## config.mk

```make
export PLATFORM = sky130hd
export DESIGN_NAME = nn_dot_engine
export DESIGN_NICKNAME = d
export VERILOG_FILES = /design/src/rtl/nn_dot_engine.sv
export SDC_FILE = /design/constraint.sdc
export NUM_CORES = 2
export LEC_CHECK = 0
export CAP_MARGIN = 20
export CORE_MARGIN = 1
export CORE_UTILIZATION = 55
export CTS_CLUSTER_DIAMETER = 200
export DETAILED_ROUTE_END_ITERATION = 12
export PLACE_DENSITY_LB_ADDON = 0.2
export SLEW_MARGIN = 20
export SYNTH_ARGS = -nofsm -noshare
export SYNTH_HDL_FRONTEND = slang
export SYNTH_SLANG_ARGS = --single-unit
export TNS_END_PERCENT = 20
```

## constraint.sdc

```tcl
create_clock -name clk -period 14.6 [get_ports clk]
set_clock_uncertainty 0.15 [all_clocks]
set_input_delay 2.92 -clock clk [delete_from_list [all_inputs] [get_ports clk]]
set_output_delay 2.92 -clock clk [all_outputs]
set_load 0.02 [all_outputs]
```

## src/rtl/nn_dot_engine.sv

```systemverilog
// Signed int8 dot-product engine: a CSR slave plus an Avalon-MM read master that fetches weight/input word pairs.
// Optional macro NN_DOT_RELU_EN adds CTRL bit2 RELU, which clamps a negative RESULT to 0.
module nn_dot_engine #(
   parameter int ACC_W = 32,
   parameter int LEN_W = 16
) (
   input  logic             clk,
   input  logic             reset,
   input  logic [2:0]       avs_address,
   input  logic             avs_read,
   input  logic             avs_write,
   input  logic [31:0]      avs_writedata,
   output logic [31:0]      avs_readdata,
   output logic [31:0]      avm_address,
   output logic             avm_read,
   input  logic             avm_waitrequest,
   input  logic [31:0]      avm_readdata,
   input  logic             avm_readdatavalid,
   output logic             irq
);

   typedef enum logic [2:0] {IDLE, RD_W, WAIT_W, RD_X, WAIT_X, MAC, FIN} state_t;

   localparam logic signed [33:0] ACC_MAX = (34'sd1 <<< (ACC_W - 1)) - 34'sd1;
   localparam logic signed [33:0] ACC_MIN = -(34'sd1 <<< (ACC_W - 1));

   state_t                   state;
   logic                     irq_en;
   logic                     done;
   logic [31:0]              w_addr;
   logic [31:0]              x_addr;
   logic [LEN_W-1:0]         len;
   logic [LEN_W-1:0]         count;
   logic [31:0]              wptr;
   logic [31:0]              xptr;
   logic [31:0]              w_word;
   logic [31:0]              x_word;
   logic signed [ACC_W-1:0]  acc;
   logic signed [ACC_W-1:0]  acc_next;
   logic signed [ACC_W-1:0]  result;
   logic signed [7:0]        w_byte;
   logic signed [7:0]        x_byte;
   logic signed [15:0]       prod;
   logic signed [17:0]       dot_sum;
   logic signed [33:0]       acc_wide;
   logic [31:0]              ctrl_rd;
   logic                     busy;
   logic                     start_req;

`ifdef NN_DOT_RELU_EN
   logic                     relu;
   assign ctrl_rd = {29'b0, relu, irq_en, 1'b0};
`else
   assign ctrl_rd = {30'b0, irq_en, 1'b0};
`endif

   assign busy      = (state != IDLE);
   assign start_req = avs_write && (avs_address == 3'd0) && avs_writedata[0] && !busy;

   // Four signed byte products summed at 18 bits, then a saturating add into the accumulator.
   always_comb begin
      dot_sum = '0;
      w_byte  = '0;
      x_byte  = '0;
      prod    = '0;
      for (int i = 0; i < 4; i++) begin
         w_byte  = w_word[8*i +: 8];
         x_byte  = x_word[8*i +: 8];
         prod    = 16'(w_byte) * 16'(x_byte);
         dot_sum = dot_sum + 18'(prod);
      end
      acc_wide = 34'(acc) + 34'(dot_sum);
      if (acc_wide > ACC_MAX)
         acc_next = ACC_MAX[ACC_W-1:0];
      else if (acc_wide < ACC_MIN)
         acc_next = ACC_MIN[ACC_W-1:0];
      else
         acc_next = acc_wide[ACC_W-1:0];
   end

   always_ff @(posedge clk or posedge reset) begin
      if (reset) begin
         state        <= IDLE;
         avs_readdata <= '0;
         avm_address  <= '0;
         avm_read     <= 1'b0;
         irq          <= 1'b0;
         irq_en       <= 1'b0;
         done         <= 1'b0;
         w_addr       <= '0;
         x_addr       <= '0;
         len          <= '0;
         count        <= '0;
         wptr         <= '0;
         xptr         <= '0;
         w_word       <= '0;
         x_word       <= '0;
         acc          <= '0;
         result       <= '0;
`ifdef NN_DOT_RELU_EN
         relu         <= 1'b0;
`endif
      end else begin
         irq <= done & irq_en;

         if (avs_read) begin
            case (avs_address)
               3'd0:    avs_readdata <= ctrl_rd;
               3'd1:    avs_readdata <= {30'b0, done, busy};
               3'd2:    avs_readdata <= w_addr;
               3'd3:    avs_readdata <= x_addr;
               3'd4:    avs_readdata <= 32'(len);
               3'd5:    avs_readdata <= 32'(result);
               default: avs_readdata <= '0;
            endcase
         end

         // The DONE clear comes before the FSM so that a START in the same cycle overrides it.
         if (avs_write) begin
            case (avs_address)
               3'd0: begin
                  irq_en <= avs_writedata[1];
`ifdef NN_DOT_RELU_EN
                  relu   <= avs_writedata[2];
`endif
               end
               3'd1: if (avs_writedata[1]) done <= 1'b0;
               3'd2: if (!busy) w_addr <= {avs_writedata[31:2], 2'b00};
               3'd3: if (!busy) x_addr <= {avs_writedata[31:2], 2'b00};
               3'd4: if (!busy) len <= avs_writedata[LEN_W-1:0];
               default: ;
            endcase
         end

         case (state)
            IDLE: begin
               if (start_req) begin
                  if (len != '0) begin
                     acc         <= '0;
                     wptr        <= w_addr;
                     xptr        <= x_addr;
                     count       <= len;
                     done        <= 1'b0;
                     avm_read    <= 1'b1;
                     avm_address <= w_addr;
                     state       <= RD_W;
                  end else begin
                     result <= '0;
                     done   <= 1'b1;
                  end
               end
            end
            RD_W: begin
               if (!avm_waitrequest) begin
                  avm_read <= 1'b0;
                  state    <= WAIT_W;
               end
            end
            WAIT_W: begin
               if (avm_readdatavalid) begin
                  w_word      <= avm_readdata;
                  avm_read    <= 1'b1;
                  avm_address <= xptr;
                  state       <= RD_X;
               end
            end
            RD_X: begin
               if (!avm_waitrequest) begin
                  avm_read <= 1'b0;
                  state    <= WAIT_X;
               end
            end
            WAIT_X: begin
               if (avm_readdatavalid) begin
                  x_word <= avm_readdata;
                  state  <= MAC;
               end
            end
            MAC: begin
               acc   <= acc_next;
               wptr  <= wptr + 32'd4;
               xptr  <= xptr + 32'd4;
               count <= count - 1'b1;
               if (count == LEN_W'(1)) begin
                  state <= FIN;
               end else begin
                  avm_read    <= 1'b1;
                  avm_address <= wptr + 32'd4;
                  state       <= RD_W;
               end
            end
            FIN: begin
`ifdef NN_DOT_RELU_EN
               result <= (relu && acc[ACC_W-1]) ? '0 : acc;
`else
               result <= acc;
`endif
               done  <= 1'b1;
               state <= IDLE;
            end
            default: state <= IDLE;
         endcase
      end
   end

endmodule

```

==> flow_metrics.env <==
export IMPL_ys_warn_count=0
export IMPL_clk_pin_slew_ns=0.06
export IMPL_grt_pass1_vias=24827
export IMPL_max_stage_delay_ns=0.72
export IMPL_synth_ff_type="dfrtp_1"
export IMPL_cts_tree="built"
export IMPL_synth_top_cell_by_area="fa_1"
export IMPL_dp_hpwl_um=63600
export IMPL_multi_input_area_um2=20300
export IMPL_setup_viol=0
export IMPL_critPathMostFrequentCell="fa_1"
export IMPL_cp_arrival_ns=9.37
export IMPL_synthToLayoutAreaGrowth_pct=11.2
export IMPL_slew_headroom=0.252
export IMPL_nets=3843
export IMPL_synth_top_cell_area_share=0.294
export IMPL_critPathLaunchType="flop"
export IMPL_drcViolationCount=0
export IMPL_clkLatencyLatePin_ns=0.59
export IMPL_fmax_mhz=111
export IMPL_cts_resized=0
export IMPL_synth_area_leaders="fa_1, dfrtp_1, inv_1, mux2_2, ha_1"
export IMPL_drtIter0Drc=1872
export IMPL_register_area_um2=8760
export IMPL_layout_drive_gt1_share=0.0905
export IMPL_cts_buffers_inserted=42
export IMPL_synth_edf_count=0
export IMPL_coreArea_um2=56700
export IMPL_avgViaCountPerCell=5.81
export IMPL_avgSynthCellArea_um2=10.2
export IMPL_firstDrtPassIters=6
export IMPL_wl_um=82800
export IMPL_rows=87
export IMPL_io_buffers=138
export IMPL_cts_sinks=350
export IMPL_path_max_fanout=31
export IMPL_ys_seq_area_frac=0.276
export IMPL_io_pins=139
export IMPL_finalHoldViolCount=0
export IMPL_hp_class="flop to flop"
export IMPL_antennaDiodeCount=0
export IMPL_path_class="flop to flop"
export IMPL_end_kind="flop"
export IMPL_postCtsSetupBuffers=0
export IMPL_synthCells=3103
export IMPL_layout_worst_path_cycle_share=0.617
export IMPL_ant_nets=0
export IMPL_die_h_um=242
export IMPL_cts_max_level=2
export IMPL_num_vias=23004
export IMPL_grt_pass1_wl_um=137000
export IMPL_status="finished clean"
export IMPL_cts_hold_buf=0
export IMPL_slowest_stage="fa_1"
export IMPL_fp_dieArea_um2=58700
export IMPL_finalMaxSlewViolations=0
export IMPL_grt_max_degree=175
export IMPL_grt_antenna_before_repair=1
export IMPL_die_w_um=242
export IMPL_grt_usage=0.296
export IMPL_fin_util=0.622
export IMPL_yosysUniqueCellTypes=79
export IMPL_dp_cells=3887
export IMPL_ys_ff_latch=350
export IMPL_start_util=0.560
export IMPL_cap_violations=0
export IMPL_period_minus_slack_ns=9.01
export IMPL_cts_root_buf="clkbuf_16"
export IMPL_gp_congestion=0.903
export IMPL_tns_ns=0
export IMPL_required_ns=14.95
export IMPL_cts_max_path_buffers=3
export IMPL_synth_area_um2=31700
export IMPL_wl_per_cell_um=20.9
export IMPL_tightest_slew_ns=1.11
export IMPL_synth_fp_nets=3771
export IMPL_async_flop_share=1.00
export IMPL_rsz0062_at_grt="false"
export IMPL_grt_overflow_total=0
export IMPL_fin_cells=3960
export IMPL_num_fill_cells=4643
-- routing by layer --
metal / vias to the layer above / wire, um / track usage
met4: 2 / 1870 / 0.0722
met1: 11950 / 35300 / 0.415
li1: 10168 / - / -
met5: - / 13 / 0
met2: 757 / 40200 / 0.482
met3: 127 / 5420 / 0.0521
-- worst paths after layout --
path                       startpoint               end  slack (ns)  depth (start not counted)
max                        w_word[31]           acc[26]        5.59                         25
min                        result[14]        result[14]        0.35                          1
max reg2reg                w_word[31]           acc[26]        5.59                         25
min reg2reg                result[14]        result[14]        0.35                          1
max in group asynchronous       reset         w_addr[9]       10.13                          3
min in group asynchronous       reset  avs_readdata[16]        2.73                          2
-- critical path, delay by kind of cell (launching register included) --
kind | cells | cell delay, ns
adders and majority gates | 9 | 5.05
AOI/OAI and AO/OA | 6 | 2.01
buffers and inverters | 7 | 0.73
DFF | 1 | 0.46
and+or+nand+nor | 2 | 0.28
xor gates and xnor gates | 1 | 0.21
-- layout make-up --
| cell class | count | area share |
|---|---|---|
| timing repair buffer | 165 | 0.0451 |
| tap | 756 | 0.0268 |
| clock inverter | 14 | 0.00787 |
| clock buffer | 59 | 0.0359 |
| multi-input combinational | 2038 | 0.575 |
| inverter | 578 | 0.0617 |
| sequential | 350 | 0.248 |
-- logic make-up (layout without fill, tap and decap cells) --
group	after synthesis	in the layout	share of synthesized area
adder cells (fa/ha/maj)	595	595	0.345
multiplexers	163	163	0.0575
AO/OA/AOI/OAI	531	531	0.111
buffers and inverters	715	816	0.0870
AND/OR/NAND/NOR	686	686	0.106
XOR/XNOR	63	63	0.0176
flip-flops	350	350	0.276
-- stage by stage --
step / setup WS, ns / hold slack (ns) / area [um2]
global route: 5.02 / 0.367 / 35300
detailed placement: 5.54 / 0.333 / 33800
global placement: 5.29 / 0.336 / 33700
CTS: 5.52 / 0.354 / 35300
finish: 5.59 / 0.353 / 35300
floorplan: 1.82 / 0.311 / 31700
-- cell usage after synthesis (18+ instances only) --
library cell	instances
nand3_1	46
and2_1	140
mux2_2	145
xor2_1	25
nand2_1	203
a221oi_1	48
nor2b_1	26
clkbuf_1	106
a22o_1	49
nor2_1	159
ha_1	129
inv_1	577
a21oi_1	171
nand2b_1	18
dfrtp_1	350
fa_1	466
o22ai_1	53
xnor2_1	37
o21ai_0	96
-- cell usage in the layout (no fill, tap or decap), drive strengths merged, types with 10 or more instances in the layout --
cell,n
dfrtp,350
mux2,145
a22oi,15
inv,579
a221oi,49
and3,14
nand3,46
fa,466
nor4,10
clkdlybuf4s50,137
a221o,25
clkbuf,59
nor3,19
buf,28
a22o,49
xnor2,37
nand2,204
xor2,26
nor2,161
nand4,17
o21ai,98
nor2b,26
and2,140
ha,129
a21oi,172
a21o,15
o22ai,53
mux2i,17
nand2b,18
-- state kept, by name (all words and copies together) (netlist names), 30 cells and up --
name          flops
x_addr           30
acc              32
xptr             30
wptr             30
avm_address      31
w_word           32
x_word           32
result           32
avs_readdata     32
w_addr           30
Power is not shown: default switching activity piles up to over one toggle a cycle in this logic, so the estimate is an artifact.
